## config.mk

```make
export PLATFORM = sky130hd
export DESIGN_NAME = sd_spi_engine
export DESIGN_NICKNAME = d
export VERILOG_FILES = /design/src/rtl/sd_spi_engine.sv
export SDC_FILE = /design/constraint.sdc
export NUM_CORES = 1
export LEC_CHECK = 0
export ABC_AREA = 0
export CAP_MARGIN = 20
export CORE_MARGIN = 4
export CORE_UTILIZATION = 48
export CTS_CLUSTER_DIAMETER = 50
export DETAILED_ROUTE_END_ITERATION = 8
export PLACE_DENSITY = 0.75
export SYNTH_ARGS = -nofsm -noshare
export SYNTH_HDL_FRONTEND = slang
export SYNTH_SLANG_ARGS = --single-unit
```

## constraint.sdc

```tcl
create_clock -name clk -period 1.9 [get_ports clk]
set_clock_uncertainty 0.15 [all_clocks]
set_input_delay 0.475 -clock clk [delete_from_list [all_inputs] [get_ports clk]]
set_output_delay 0.475 -clock clk [all_outputs]
set_load 0.02 [all_outputs]
```

## src/rtl/sd_spi_engine.sv

```systemverilog
// sd_spi_engine: byte-level SPI master (mode 0) for the SD-card data path.
// Accepts one command at a time: CS assert, CS deassert, NOP, or an 8-bit
// full-duplex transfer at a slow (init) or fast (data) SCLK rate.
module sd_spi_engine #(
  parameter int SLOW_DIV = 63,
  parameter int FAST_DIV = 1
) (
  input  logic       clk,
  input  logic       reset,
  input  logic       clear,
  input  logic [1:0] spiOP,
  input  logic       spiSTART,
  input  logic       spiFAST,
  input  logic [7:0] spiTXD,
  output logic [7:0] spiRXD,
  output logic       spiBUSY,
  output logic       spiDONE,
  input  logic       sdMISO,
  output logic       sdMOSI,
  output logic       sdSCLK,
  output logic       sdCS
);

  localparam int MAX_DIV = (SLOW_DIV > FAST_DIV) ? SLOW_DIV : FAST_DIV;
  localparam int CW      = (MAX_DIV > 0) ? $clog2(MAX_DIV + 1) : 1;
  localparam logic [CW-1:0] SLOW_L = CW'(SLOW_DIV);
  localparam logic [CW-1:0] FAST_L = CW'(FAST_DIV);

  typedef enum logic [2:0] {
    IDLE,
    CSOP,
    SHIFT_LO,
    SHIFT_HI,
    FINISH
  } state_t;

  typedef enum logic [1:0] {
    OP_NOP  = 2'b00,
    OP_CSL  = 2'b01,
    OP_CSH  = 2'b10,
    OP_TRAN = 2'b11
  } op_t;

  state_t          state;
  op_t             op;
  logic [CW-1:0]   div;
  logic [CW-1:0]   half_cnt;
  logic [6:0]      tx_sr;     // remaining TX bits; bit 7 goes straight to sdMOSI at launch
  logic [7:0]      rx_sr;
  logic [2:0]      bit_cnt;

  assign op = op_t'(spiOP);

  // Command FSM, SCLK generation and shift datapath; all pin outputs registered.
  // FINISH accepts a new start exactly like IDLE, since spiBUSY is already low there.
  always_ff @(posedge clk) begin
    if (reset || clear) begin
      state    <= IDLE;
      sdCS     <= 1'b1;
      sdSCLK   <= 1'b0;
      sdMOSI   <= 1'b1;
      spiBUSY  <= 1'b0;
      spiDONE  <= 1'b0;
      spiRXD   <= '0;
      div      <= '0;
      half_cnt <= '0;
      tx_sr    <= '0;
      rx_sr    <= '0;
      bit_cnt  <= '0;
    end else begin
      spiDONE <= 1'b0;
      case (state)
        IDLE, FINISH: begin
          state <= IDLE;
          if (spiSTART) begin
            case (op)
              OP_NOP: begin
                spiDONE <= 1'b1;
              end
              OP_CSL, OP_CSH: begin
                sdCS    <= (op == OP_CSH);
                spiDONE <= 1'b1;
                spiBUSY <= 1'b1;
                state   <= CSOP;
              end
              OP_TRAN: begin
                div      <= spiFAST ? FAST_L : SLOW_L;
                half_cnt <= spiFAST ? FAST_L : SLOW_L;
                tx_sr    <= spiTXD[6:0];
                sdMOSI   <= spiTXD[7];
                bit_cnt  <= 3'd7;
                spiBUSY  <= 1'b1;
                state    <= SHIFT_LO;
              end
              default: ;
            endcase
          end
        end
        CSOP: begin
          spiBUSY <= 1'b0;
          state   <= IDLE;
        end
        SHIFT_LO: begin
          if (half_cnt == '0) begin
            half_cnt <= div;
            sdSCLK   <= 1'b1;
            rx_sr    <= {rx_sr[6:0], sdMISO};
            state    <= SHIFT_HI;
          end else begin
            half_cnt <= half_cnt - 1'b1;
          end
        end
        SHIFT_HI: begin
          if (half_cnt == '0) begin
            half_cnt <= div;
            sdSCLK   <= 1'b0;
            if (bit_cnt == 3'd0) begin
              sdMOSI  <= 1'b1;
              spiRXD  <= rx_sr;
              spiDONE <= 1'b1;
              spiBUSY <= 1'b0;
              state   <= FINISH;
            end else begin
              bit_cnt <= bit_cnt - 1'b1;
              sdMOSI  <= tx_sr[6];
              tx_sr   <= {tx_sr[5:0], 1'b0};
              state   <= SHIFT_LO;
            end
          end else begin
            half_cnt <= half_cnt - 1'b1;
          end
        end
        default: state <= IDLE;
      endcase
    end
  end

endmodule

```

## Yosys cells after proc, flatten, opt, wreduce, memory -nomap -nowiden

Cells that the tools add are included.

| storage, ports and cells | value |
|---|---|
| flip-flop bits (word level) | 46 |
| output and inout port bits | 13 |
| bits of input ports | 16 |
| word-level logic and storage cells | 91 |

| cells by class | value |
|---|---|
| equality and inequality tests | 14 |
| $add $sub $neg | 2 |
| reduce and logical (&&, ||, !) cells | 24 |
| muxes and demuxes | 39 |

Operators with widths:

| operator | count |
|---|---|
| $mux 7 | 4 |
| $mux 6 | 4 |
| $mux 3 | 7 |
| $reduce_and 3->1 | 5 |
| $mux 1 | 14 |
| $pmux 7 s2 | 1 |
| $ne 2x2->1 const B | 6 |
| $pmux 6 s2 | 1 |
| $reduce_and 5->1 | 2 |
| $pmux 3 s3 | 1 |
| $eq 3x2->1 const B | 2 |
| $logic_not 3->1 | 2 |
| $logic_not 6->1 | 1 |
| $pmux 1 s2 | 3 |
| $pmux 3 s2 | 1 |
| $reduce_bool 2->1 | 3 |
| $reduce_or 2->1 | 3 |
| $reduce_or 3->1 | 2 |
| $sub 6x1->6 const B | 1 |
| $eq 2x2->1 const B | 2 |
| $pmux 2 s2 | 1 |
| $reduce_and 2->1 | 2 |
| $reduce_and 4->1 | 1 |
| $eq 3x1->1 const B | 1 |
| 9 further kinds | 9 |

## Logic depth before layout (Yosys ltp)

Gate-level depths: netlist of the first run.

| depth | value |
|---|---|
| depth after elaboration | 5 |
| depth in mapped cells | 7 |
| depth with buffers taken out | 6 |

## Worst setup path before layout of the first run

No wires, ideal clock.

| timing | value |
|---|---|
| kind | reg2reg |
| start point | reg half_cnt[0] |
| end point | reg bit_cnt[1] |
| library setup time | 88 ps |
| arrival time | 1672 ps |
| period minus slack after synthesis | 1910 ps |
| required time | 1662 ps |
| path buffers | 1 |
| setup slack | -10 ps |
| cell stages (with the launch flop) | 8 |
| cells stage by stage | dfxtp_1 > inv_1 > ha_1 > or3b_4 > nor4_4 > buf_6 > nor3_2 > a311oi_2 |

| between the ends | value |
|---|---|
| cells in the longest elaborated chain, start to end | 3 |

Ends and longest elaborated chain:

| element | line | RTL |
|---|---|---|
| start, declared | 47 | `logic [CW-1:0] half_cnt;` |
| start signal, assigned | 88 | `half_cnt <= spiFAST ? FAST_L : SLOW_L;` |
| start signal, assigned | 105 | `half_cnt <= div;` |
| start signal, assigned | 110 | `half_cnt <= half_cnt - 1'b1;` |
| $logic_not 6->1 | 114 | `if (half_cnt == '0) begin` |
| $ne 2x2->1 (no source line) | -- |  |
| $reduce_and 5->1 (no source line) | -- |  |
| end signal, assigned | 124 | `bit_cnt <= bit_cnt - 1'b1;` |
| end, declared | 50 | `logic [2:0] bit_cnt;` |

Every way passes these cells.
A chain may end at the register's enable or synchronous reset.

## Worst setup path after layout of the first run

| timing | value |
|---|---|
| start point | reg half_cnt[0] |
| end point | reg rx_sr[5] |

| between the ends | value |
|---|---|
| cells in the longest elaborated chain, start to end | 2 |

Ends and longest elaborated chain:

| element | line | RTL |
|---|---|---|
| $logic_not 6->1 | 104 | `if (half_cnt == '0) begin` |
| $reduce_and 2->1 (no source line) | -- |  |
| end signal, assigned | 107 | `rx_sr <= {rx_sr[6:0], sdMISO};` |
| end, declared | 49 | `logic [7:0] rx_sr;` |

Every way passes these cells.

==> results of run 1 <==
-- worst max-delay path: cells and delay by family (launching register included) --
family / cells / cell delay (ns)
AOI/OAI and AO/OA: 1 / 0.10
adders and majority gates: 1 / 0.13
buffers and inverters: 4 / 0.50
DFF: 1 / 0.33
and+or+nand+nor: 3 / 0.81
-- cell type report --
cell class | instances | area [µm²] | area share
Sequential cell | 42 | 843 | 0.291
Clock buffer | 5 | 68.8 | 0.0237
Clock inverter | 3 | 25.0 | 0.00864
Multi-Input combinational cell | 163 | 1220 | 0.423
Tap cell | 50 | 62.6 | 0.0216
Inverter | 8 | 30.0 | 0.0104
Timing Repair Buffer | 69 | 643 | 0.222
-- through the flow --
stage	cell area [µm²]	setup WS, ns
2_1_floorplan	2010	0.0458
3_3_place_gp	2550	-0.444
3_5_place_dp	2550	-0.577
4_1_cts	2770	-0.107
5_1_grt	2900	-0.264
6_report	2900	-0.192
-- timing repair --
item	CTS	global route
hold endpoints to repair	0	0
hold buffers	0	0
buffers inserted	5	2
resized for setup	27	35
gates cloned	1	0
endpoints found under the setup margin	24	30
pin swaps	14	10
-- routing by layer --
| metal | up-vias | track usage | share of wire |
|---|---|---|---|
| li1 | 943 | - | - |
| met1 | 901 | 0.260 | 0.44 |
| met2 | 42 | 0.332 | 0.50 |
| met3 | 9 | 0.0537 | 0.047 |
| met4 | 0 | 0.0861 | 0.016 |
| met5 | - | 0 | 0 |
-- power groups by stage --
| stage | Sequential (µW) | Combinational, µW | Clock (µW) |
|---|---|---|---|
| final | 909 | 316 | 606 |
| after global placement | 927 | 263 | 0 |
| after CTS | 908 | 290 | 611 |
| after global routing | 911 | 343 | 646 |
| after floorplan | 929 | 133 | 0 |
| after detailed placement | 927 | 267 | 0 |
-- Yosys cell counts (2+ instances only) --
| master | count | area share |
|---|---|---|
| a211oi_2 | 6 | 0.037 |
| a21o_1 | 2 | 0.0075 |
| a21oi_1 | 8 | 0.020 |
| a221oi_1 | 2 | 0.0087 |
| a31oi_1 | 2 | 0.0062 |
| buf_2 | 3 | 0.0075 |
| buf_4 | 2 | 0.0075 |
| clkbuf_1 | 7 | 0.013 |
| dfxtp_1 | 42 | 0.42 |
| ha_1 | 7 | 0.044 |
| inv_1 | 8 | 0.015 |
| mux2i_1 | 7 | 0.035 |
| nand2_1 | 18 | 0.034 |
| nand2b_1 | 5 | 0.016 |
| nand3_1 | 18 | 0.045 |
| nand3b_1 | 2 | 0.0075 |
| nand4_1 | 2 | 0.0062 |
| nor2_1 | 8 | 0.015 |
| nor2b_1 | 3 | 0.0093 |
| nor3_1 | 14 | 0.035 |
| nor3b_1 | 3 | 0.011 |
| nor4_4 | 2 | 0.021 |
| o211ai_1 | 2 | 0.0075 |
| o21a_1 | 2 | 0.0075 |
| o21ai_0 | 31 | 0.077 |
| or2_2 | 3 | 0.0093 |
| or3_1 | 2 | 0.0062 |
-- final timing paths --
check	from	end	slack, ns	cells after the start
min reg2reg	rx_sr[1]$_SDFFE_PP0P_	rx_sr[2]$_SDFFE_PP0P_	0.31	2
max	half_cnt[0]$_SDFFE_PP0P_	rx_sr[5]$_SDFFE_PP0P_	-0.19	9
max reg2reg	half_cnt[0]$_SDFFE_PP0P_	rx_sr[5]$_SDFFE_PP0P_	-0.19	9
min	rx_sr[1]$_SDFFE_PP0P_	rx_sr[2]$_SDFFE_PP0P_	0.31	2
-- cells by family (layout without fill, tap and decap cells) --
kind of cell | after synthesis | count (layout)
xor gates and xnor gates | 1 | 1
muxes | 7 | 7
DFF | 42 | 42
and+or+nand+nor | 86 | 86
AOI/OAI and AO/OA | 62 | 62
buffers and inverters | 22 | 85
adders and majority gates | 7 | 7
-- registers in the layout (all words and copies together) (netlist names), 2 cells and up --
register,flops
half_cnt,6
state,3
tx_sr,7
div,2
bit_cnt,3
rx_sr,8
spiRXD,8
==> metrics.yaml, run 1 <==
status: "complete, but fails checks"
violations: "negative setup slack"
cp.required_ns: 1.99
cellLeakagePower_uw: 0.00121
ys_warn_count: 0
grt_antenna_before_repair: 0
yosys.area_share.simple: 0.242
vdd_drop_max_mv: 0.506
min_path_type: "flip-flop to flip-flop"
routabilityCongestion: 0.885
cts.sinks: 42
cp-end-kind: "flip-flop"
synthAdderAreaFrac: 0.0436
power.density_nw_per_um2: 632
worstMarginPinSlew_ns: 0.476
portBuffers: 28
crit_chain: "inv_2, ha_4, or3b_4, buf_6, buf_6, nor4_4, buf_6, nand3_2, o21ai_1"
placedCellCount: 324
final_common_cell: "dfxtp_1"
seq_power_share: 0.496
rsz0062_at_grt: "true"
dpl.hpwl_um: 3380
setup_ws_ns: -0.192
grt_usage: 0.206
cts_tree: "done"
synth-seq-cells: 42
p_int_uw: 1320
power_uw: 1830
cp_common_cell: "buf_6"
dieArea_um2: 5290
maxSlewViolCount: 0
setup-tns-final_ns: -1.90
async_reset_ff_frac: 0
clk_pin_slew_ns: 0.09
root_buffer: "clkbuf_8"
core-area_um2: 4030
synth_nets: 250
final_core_util: 0.719
clock_latency_ns: 0.31
initial_core_util: 0.499
drt_iter0_markers: 123
grt_pass1_vias: 1865
routedWlPerCell_um: 15.5
cp_slowest_stage_delay_ns: 0.38
grt_max_degree: 29
die-height_um: 72.7
fillCellCount: 309
synth_compound_area_frac: 0.207
power_switching_uw: 508
drc: 0
rows: 23
avgViaCountPerCell: 5.57
area_growth_pct: 44.1
diodes: 0
cts_buffer_depth: 2
ys_seq_area_frac: 0.418
final_cell_mix: "40 x dfxtp_1, 33 x buf_4, 20 x o21ai_0"
crit_type: "flip-flop to flip-flop"
worstPathArrival_ns: 2.18
yosysUniqueCellTypes: 43
synth_edf_count: 0
synth_xor_area_frac: 0.00436
synth_top_flop_cell: "dfxtp_1"
maxSlewHeadroom: 0.683
totalWireLength_um: 5270
syn-instance-count: 227
cp-start-kind: "flip-flop"
fmax_mhz: 478
h-tree-depth: 2
slowest_stage: "or3b_4"
syn_area_um2: 2010
die-width_um: 72.7
finalNetCount: 312
maxCapViolations: 0
cts_buffers: 5
fin_cells: 340
io_pins: 29
synth_top_family_by_area: "simple AND/OR/NAND/NOR gates"
grt_overflow: 0
dr.pass1.iters: 4
synthMuxAreaShare: 0.0348
netSwitchingFraction: 0.277
holdWs_ns: 0.312
combPwrFrac: 0.173
setup_viol: 22
path_max_fanout: 7
vias: 1895
grt_first_pass_wirelength_um: 8520
period_needed_ns: 2.09
detail-route-antenna-nets: 0
layout-drive-gt1-share: 0.328
clockPowerShare: 0.331
fin_crit_sh: 1.10
hold_violations: 0
synth_area_per_cell_um2: 8.86
Power figures use the tool's default switching activity.
==> run 2, diff against run 1 <==
Settings changed: ABC_AREA 0 to default.
==> results of run 2 <==
The final DEF is identical to that of run 1; final timing and power are the same.
